<file path="src/rtl/button_conditioner_if.sv">
// Button bundle between the raw push-button pins and the game logic.
// master drives the raw buttons; slave (the conditioner) returns command pulses and debounced levels.
interface button_conditioner_if;
  logic       btn_left_raw;
  logic       btn_right_raw;
  logic       btn_drop_raw;
  logic       move_left;
  logic       move_right;
  logic       drop_piece;
  logic [2:0] btn_state;

  modport master (
    output btn_left_raw, btn_right_raw, btn_drop_raw,
    input  move_left, move_right, drop_piece, btn_state
  );

  modport slave (
    input  btn_left_raw, btn_right_raw, btn_drop_raw,
    output move_left, move_right, drop_piece, btn_state
  );
endinterface

</file>
<file path="src/rtl/button_conditioner.sv">
// Synchronises, debounces and converts three push-buttons into single-cycle game commands.
// Optional left/right auto-repeat is compiled in when AUTO_REPEAT_EN is defined.
module button_conditioner #(
  parameter int DEBOUNCE_CYCLES = 250000,
  parameter int REPEAT_DELAY    = 12500000,
  parameter int REPEAT_RATE     = 3750000
) (
  input  logic                 clk_25MHz,
  input  logic                 rst_n,
  button_conditioner_if.slave  bus
);

  localparam int             DB_W    = $clog2(DEBOUNCE_CYCLES);
  localparam logic [DB_W-1:0] DB_LAST = DB_W'(DEBOUNCE_CYCLES - 1);

  logic [2:0]      raw_s;
  logic [2:0]      sync1_r;
  logic [2:0]      sync2_r;
  logic [DB_W-1:0] db_cnt_r [3];
  logic [2:0]      level_r;
  logic [2:0]      level_d_r;
  logic [2:0]      rise_s;
  logic [1:0]      fire_s;
  logic            excl_s;
  logic            move_left_r;
  logic            move_right_r;
  logic            drop_piece_r;

  // Bit order {drop, right, left} matches btn_state.
  assign raw_s  = {bus.btn_drop_raw, bus.btn_right_raw, bus.btn_left_raw};
  assign rise_s = level_r & ~level_d_r;

  // Two-flop synchroniser for the asynchronous button pins
  always_ff @(posedge clk_25MHz or negedge rst_n) begin
    if (!rst_n) begin
      sync1_r <= 3'b000;
      sync2_r <= 3'b000;
    end else begin
      sync1_r <= raw_s;
      sync2_r <= sync1_r;
    end
  end

  // Per-button debounce: level flips only after DEBOUNCE_CYCLES consecutive differing samples
  always_ff @(posedge clk_25MHz or negedge rst_n) begin
    if (!rst_n) begin
      for (int i = 0; i < 3; i++) begin
        db_cnt_r[i] <= '0;
      end
      level_r   <= 3'b000;
      level_d_r <= 3'b000;
    end else begin
      level_d_r <= level_r;
      for (int i = 0; i < 3; i++) begin
        if (sync2_r[i] == level_r[i]) begin
          db_cnt_r[i] <= '0;
        end else if (db_cnt_r[i] == DB_LAST) begin
          db_cnt_r[i] <= '0;
          level_r[i]  <= ~level_r[i];
        end else begin
          db_cnt_r[i] <= db_cnt_r[i] + DB_W'(1);
        end
      end
    end
  end

`ifdef AUTO_REPEAT_EN
  localparam int              RP_MAX     = (REPEAT_DELAY > REPEAT_RATE) ? REPEAT_DELAY : REPEAT_RATE;
  localparam int              RP_W       = $clog2(RP_MAX);
  localparam logic [RP_W-1:0] DELAY_LAST = RP_W'(REPEAT_DELAY - 1);
  localparam logic [RP_W-1:0] RATE_LAST  = RP_W'(REPEAT_RATE - 1);

  typedef enum logic [1:0] {
    IDLE        = 2'd0,
    HOLD_DELAY  = 2'd1,
    HOLD_REPEAT = 2'd2
  } rep_state_e;

  rep_state_e      rep_state_r [2];
  rep_state_e      rep_cand_s  [2];
  rep_state_e      rep_state_nx[2];
  logic [RP_W-1:0] rep_cnt_r   [2];
  logic [RP_W-1:0] rep_cand_cnt_s[2];
  logic [RP_W-1:0] rep_cnt_nx  [2];

  // Repeat FSM state and counter registers (index 0 = left, 1 = right)
  always_ff @(posedge clk_25MHz or negedge rst_n) begin
    if (!rst_n) begin
      for (int j = 0; j < 2; j++) begin
        rep_state_r[j] <= IDLE;
        rep_cnt_r[j]   <= '0;
      end
    end else begin
      for (int j = 0; j < 2; j++) begin
        rep_state_r[j] <= rep_state_nx[j];
        rep_cnt_r[j]   <= rep_cnt_nx[j];
      end
    end
  end

  // Repeat next-state logic; a release always wins over a pending repeat pulse
  always_comb begin
    fire_s = 2'b00;
    for (int j = 0; j < 2; j++) begin
      rep_cand_s[j]     = rep_state_r[j];
      rep_cand_cnt_s[j] = rep_cnt_r[j] + RP_W'(1);
      if (!level_r[j]) begin
        rep_cand_s[j]     = IDLE;
        rep_cand_cnt_s[j] = '0;
      end else begin
        case (rep_state_r[j])
          IDLE: begin
            rep_cand_cnt_s[j] = '0;
            if (rise_s[j]) begin
              rep_cand_s[j] = HOLD_DELAY;
              fire_s[j]     = 1'b1;
            end else begin
              rep_cand_s[j] = IDLE;
            end
          end
          HOLD_DELAY: begin
            if (rep_cnt_r[j] == DELAY_LAST) begin
              rep_cand_s[j]     = HOLD_REPEAT;
              rep_cand_cnt_s[j] = '0;
              fire_s[j]         = 1'b1;
            end else begin
              rep_cand_s[j] = HOLD_DELAY;
            end
          end
          HOLD_REPEAT: begin
            if (rep_cnt_r[j] == RATE_LAST) begin
              rep_cand_cnt_s[j] = '0;
              fire_s[j]         = 1'b1;
            end else begin
              rep_cand_cnt_s[j] = rep_cnt_r[j] + RP_W'(1);
            end
          end
          default: begin
            rep_cand_s[j]     = IDLE;
            rep_cand_cnt_s[j] = '0;
          end
        endcase
      end
    end
    // Opposing commands cancel; both machines restart their initial delay.
    excl_s = fire_s[0] & fire_s[1];
    for (int j = 0; j < 2; j++) begin
      rep_state_nx[j] = excl_s ? HOLD_DELAY : rep_cand_s[j];
      rep_cnt_nx[j]   = excl_s ? '0 : rep_cand_cnt_s[j];
    end
  end
`else
  // One pulse per press, same as drop
  always_comb begin
    fire_s = rise_s[1:0];
    excl_s = fire_s[0] & fire_s[1];
  end
`endif

  // Registered command pulses
  always_ff @(posedge clk_25MHz or negedge rst_n) begin
    if (!rst_n) begin
      move_left_r  <= 1'b0;
      move_right_r <= 1'b0;
      drop_piece_r <= 1'b0;
    end else begin
      move_left_r  <= fire_s[0] & ~excl_s;
      move_right_r <= fire_s[1] & ~excl_s;
      drop_piece_r <= rise_s[2];
    end
  end

  assign bus.move_left  = move_left_r;
  assign bus.move_right = move_right_r;
  assign bus.drop_piece = drop_piece_r;
  assign bus.btn_state  = level_r;

endmodule

</file>
<file path="src/flat_wrapper.sv">
// flat-port wrapper written by rule: the top's interface ports become plain ports
module button_conditioner_flat 
#(
  parameter int DEBOUNCE_CYCLES = 250000,
  parameter int REPEAT_DELAY    = 12500000,
  parameter int REPEAT_RATE     = 3750000
)
  (clk_25MHz, rst_n, bus_btn_left_raw, bus_btn_right_raw, bus_btn_drop_raw, bus_move_left, bus_move_right, bus_drop_piece, bus_btn_state);
  button_conditioner_if bus_i ();
  input  logic clk_25MHz;
  input  logic rst_n;
  input wire logic [$bits(bus_i.btn_left_raw)-1:0] bus_btn_left_raw;
  input wire logic [$bits(bus_i.btn_right_raw)-1:0] bus_btn_right_raw;
  input wire logic [$bits(bus_i.btn_drop_raw)-1:0] bus_btn_drop_raw;
  output wire logic [$bits(bus_i.move_left)-1:0] bus_move_left;
  output wire logic [$bits(bus_i.move_right)-1:0] bus_move_right;
  output wire logic [$bits(bus_i.drop_piece)-1:0] bus_drop_piece;
  output wire logic [$bits(bus_i.btn_state)-1:0] bus_btn_state;
  assign bus_i.btn_left_raw = bus_btn_left_raw;
  assign bus_i.btn_right_raw = bus_btn_right_raw;
  assign bus_i.btn_drop_raw = bus_btn_drop_raw;
  assign bus_move_left = bus_i.move_left;
  assign bus_move_right = bus_i.move_right;
  assign bus_drop_piece = bus_i.drop_piece;
  assign bus_btn_state = bus_i.btn_state;
  button_conditioner #(.DEBOUNCE_CYCLES(DEBOUNCE_CYCLES), .REPEAT_DELAY(REPEAT_DELAY), .REPEAT_RATE(REPEAT_RATE)) u_core (.clk_25MHz(clk_25MHz), .rst_n(rst_n), .bus(bus_i));
endmodule
</file>
<file path="config.mk">
export PLATFORM = sky130hd
export DESIGN_NAME = button_conditioner_flat
export DESIGN_NICKNAME = d
export VERILOG_FILES = /design/src/rtl/button_conditioner_if.sv /design/src/rtl/button_conditioner.sv /design/src/flat_wrapper.sv
export SDC_FILE = /design/constraint.sdc
export NUM_CORES = 1
export LEC_CHECK = 0
export BUFFER_PORTS_ARGS = -buffer_cell sky130_fd_sc_hd__buf_2
export CAP_MARGIN = 25
export CORE_MARGIN = 1
export CORE_UTILIZATION = 55
export DETAILED_ROUTE_END_ITERATION = 16
export PLACE_DENSITY = 0.75
export SKIP_LAST_GASP = 1
export SLEW_MARGIN = 25
export SYNTH_ARGS = -nofsm -noshare
export SYNTH_HDL_FRONTEND = slang
export SYNTH_SLANG_ARGS = --single-unit
</file>
<file path="constraint.sdc">
create_clock -name clk_25MHz -period 1.7 [get_ports clk_25MHz]
set_input_delay 0.34 -clock clk_25MHz [delete_from_list [all_inputs] [get_ports clk_25MHz]]
set_output_delay 0.34 -clock clk_25MHz [all_outputs]
set_load 0.005 [all_outputs]
</file>
==> metrics <==
unrepaired setup endpoints after global routing true; CP max stage delay approximately 420 ps; die extent in y 78.2 µm; GP Congestion 0.833; CP delay by family, top simple AND/OR/NAND/NOR gates; Max IR drop VDD 0.000603 V; Synth area leader dfrtp_1; status complete, but fails checks; Vias/cell 5.33; IO buf count 10; Final ANT Viol Nets 0; Synth area leaders dfrtp_1, xnor2_1, nor2_1; clk_lat worst skew 350 ps; syn nets 313; Slew Limit Fails 0; Post-synth top flop dfrtp_1; Max transition margin 0.756; failing checks negative hold slack; first-pass GRT wire length 10400 µm; Syn Area/Cell 10.5 µm²; Tcrit/Tclk final 0.990; fillers 411; Avg WL per Cell 13.4 µm; overall routing resource usage 0.221; dpl cells ~420; Worst Max-Slew Pin Slew 363 ps; CP startpoint u_core.db_cnt_r[13]$_DFF_PN0_; Buf/Inv on CP 1; crit path DAT 1920 ps; HP Class in2async; final routed DRC violation total 0; FMAX 594 MHz; fin nets 371; Routed WL about 5900 µm; vias in the first global route ~2.3k; Num CTS Buffers 9; total gr overflow 0; Ant. Diodes 0; startpoint types register; CTS clk-pin slew, worst paths 80 ps; Final setup viols 0; Core ar. 0.00554 mm²; most common cell after layout, fill and taps aside dfrtp_1; htree depth 3; Critical Path Sink Type register; Worst R2R Start u_core.db_cnt_r[13]$_DFF_PN0_; Starting Density 0.577; io pins 11; top-area cell type share of the netlist area 0.540; crit-path cells nor4b_2 -> nand2_1 -> o41ai_4 -> buf_4 -> nor2_1; P&R area growth vs syn 23.1%; synth unique cells 37; WHS -2.83 ps; Tmin final 1680 ps; P per Cell Area 837 mW/mm²; share of cells above drive strength 1 0.264; clock buffer depth 2; largest net degree at the start of global routing 70; Layout Cells excl Fill between 400 and 500; synthesized area 0.00320 mm²; DIE WIDTH 78.2 µm; max_cap viols 0; Die ar. 0.00612 mm²; leading cell types in the layout, fill and taps excluded dfrtp_1, nor2_1, buf_4, xnor2_1, nand2_1; post-route setup TNS 0 ps; Cell Rows 27; Layout Skew 9.65 ps; First-pass DRT Iterations 4; final hold vios 8; critical path data required time 1930 ps; vias after detailed routing 2345; drt initial violations 83; slowest CP cell dfrtp_1; Synthesis Warnings 0; root buffer cell clkbuf_8; number of flops mapped to enable cells by yosys 0; Synth Register Bits 69; Seq/Total Area, Yosys 0.540; post-DP HPWL between 4000 and 5000 µm; CTS tree built; crit path kind reg2reg; initial antenna violation count 0; CP max FO 6; Static Leakage 1.67 nW; # clock sinks 69; ys async rst share 1.00; Cells after Synth between 300 and 400
-- Yosys cell counts, types with 2 or more instances --
master,instances
nand2_1,16
nor2b_1,2
o41ai_4,2
a21oi_1,2
nor2_1,61
nor4b_1,3
dfrtp_1,69
mux2_2,3
and4_1,3
nor4_1,18
nor3_1,11
nand3_1,16
inv_1,12
xor2_1,9
o21ai_0,2
and3_1,2
ha_1,3
nand4_1,15
xnor2_1,38
-- state kept, by name, indices dropped and copies added, names as in the netlist --
signal,cells
u_core.bus.btn_state,3
u_core.level_d_r,3
u_core.db_cnt_r,54
u_core.sync1_r,3
u_core.bus.move_right,1
u_core.sync2_r,3
u_core.bus.move_left,1
u_core.bus.drop_piece,1
-- per-layer routing --
metal,track usage,share of wire,routed length [µm]
met1,0.287,0.48,2820
met2,0.347,0.46,2740
met3,0.0419,0.026,154
met4,0.126,0.033,193
met5,0,0,0
-- report_power, final --
part / switching [mW] / internal (mW) / total, mW
sequential: 0.0178 / 1.66 / 1.68
clock: 0.641 / 0.830 / 1.47
combinational: 0.0839 / 0.0551 / 0.139
total: 0.742 / 2.55 / 3.29
-- repair_timing --
item                                   4_1_cts  5_1_grt
setup endpoints to repair                    1       38
cloned                                       0        0
buffers inserted                             0        2
pin swaps                                    0        7
endpoints found under the hold margin        0        0
hold buffers                                 0        0
gates resized for setup                      1       20
-- path summary, 6_finish.rpt --
path	to	depth (start not counted)	slack [ps]
worst min-delay path	u_core.db_cnt_r[49]$_DFF_PN0_	2	-3
worst min register to register	u_core.sync2_r[2]$_DFF_PN0_	0	360
worst max-delay path	u_core.db_cnt_r[5]$_DFF_PN0_	5	20
max in group asynchronous	u_core.db_cnt_r[4]$_DFF_PN0_	2	1390
min in group clk_25MHz	u_core.sync1_r[1]$_DFF_PN0_	1	90
worst max register to register	u_core.db_cnt_r[5]$_DFF_PN0_	5	20
-- kinds of logic (layout without fill, tap and decap cells) --
group,after synthesis,in the layout,synth area share
xor gates and xnor gates,47,47,0.129
muxes,4,4,0.0137
and+or+nand+nor,156,156,0.251
adders and majority gates,3,3,0.0117
DFF,69,69,0.540
AOI/OAI and AO/OA,11,11,0.0348
buffers and inverters,15,78,0.0192
-- cell type report --
class                      instances  area (µm²)  share of cell area
sequential                        69        1730               0.440
timing repair buffer              50         363              0.0923
inverter                          12        45.0              0.0115
clock buffer                       9         124              0.0315
clock inverter                     7        97.6              0.0248
multi-input combinational        221        1480               0.377
tap                               72        90.1              0.0229
-- stage by stage --
stage | hold slack, ps | worst slack (ps) | utilization | instance area (µm²) | total power, mW
2_1_floorplan | 44.4 | -85.2 | - | 3200 | 1.77
3_3_place_gp | 334 | 41.7 | 0.654 | 3620 | 1.84
3_5_place_dp | 340 | 12.6 | 0.654 | 3620 | 1.85
4_1_cts | 6.33 | -16.6 | 0.695 | 3850 | 3.33
5_1_grt | 48.2 | -73.7 | 0.710 | 3930 | 3.40
6_report | -2.83 | 16.7 | 0.710 | 3930 | 3.29
No activity file was read; power rests on OpenSTA's default activity.
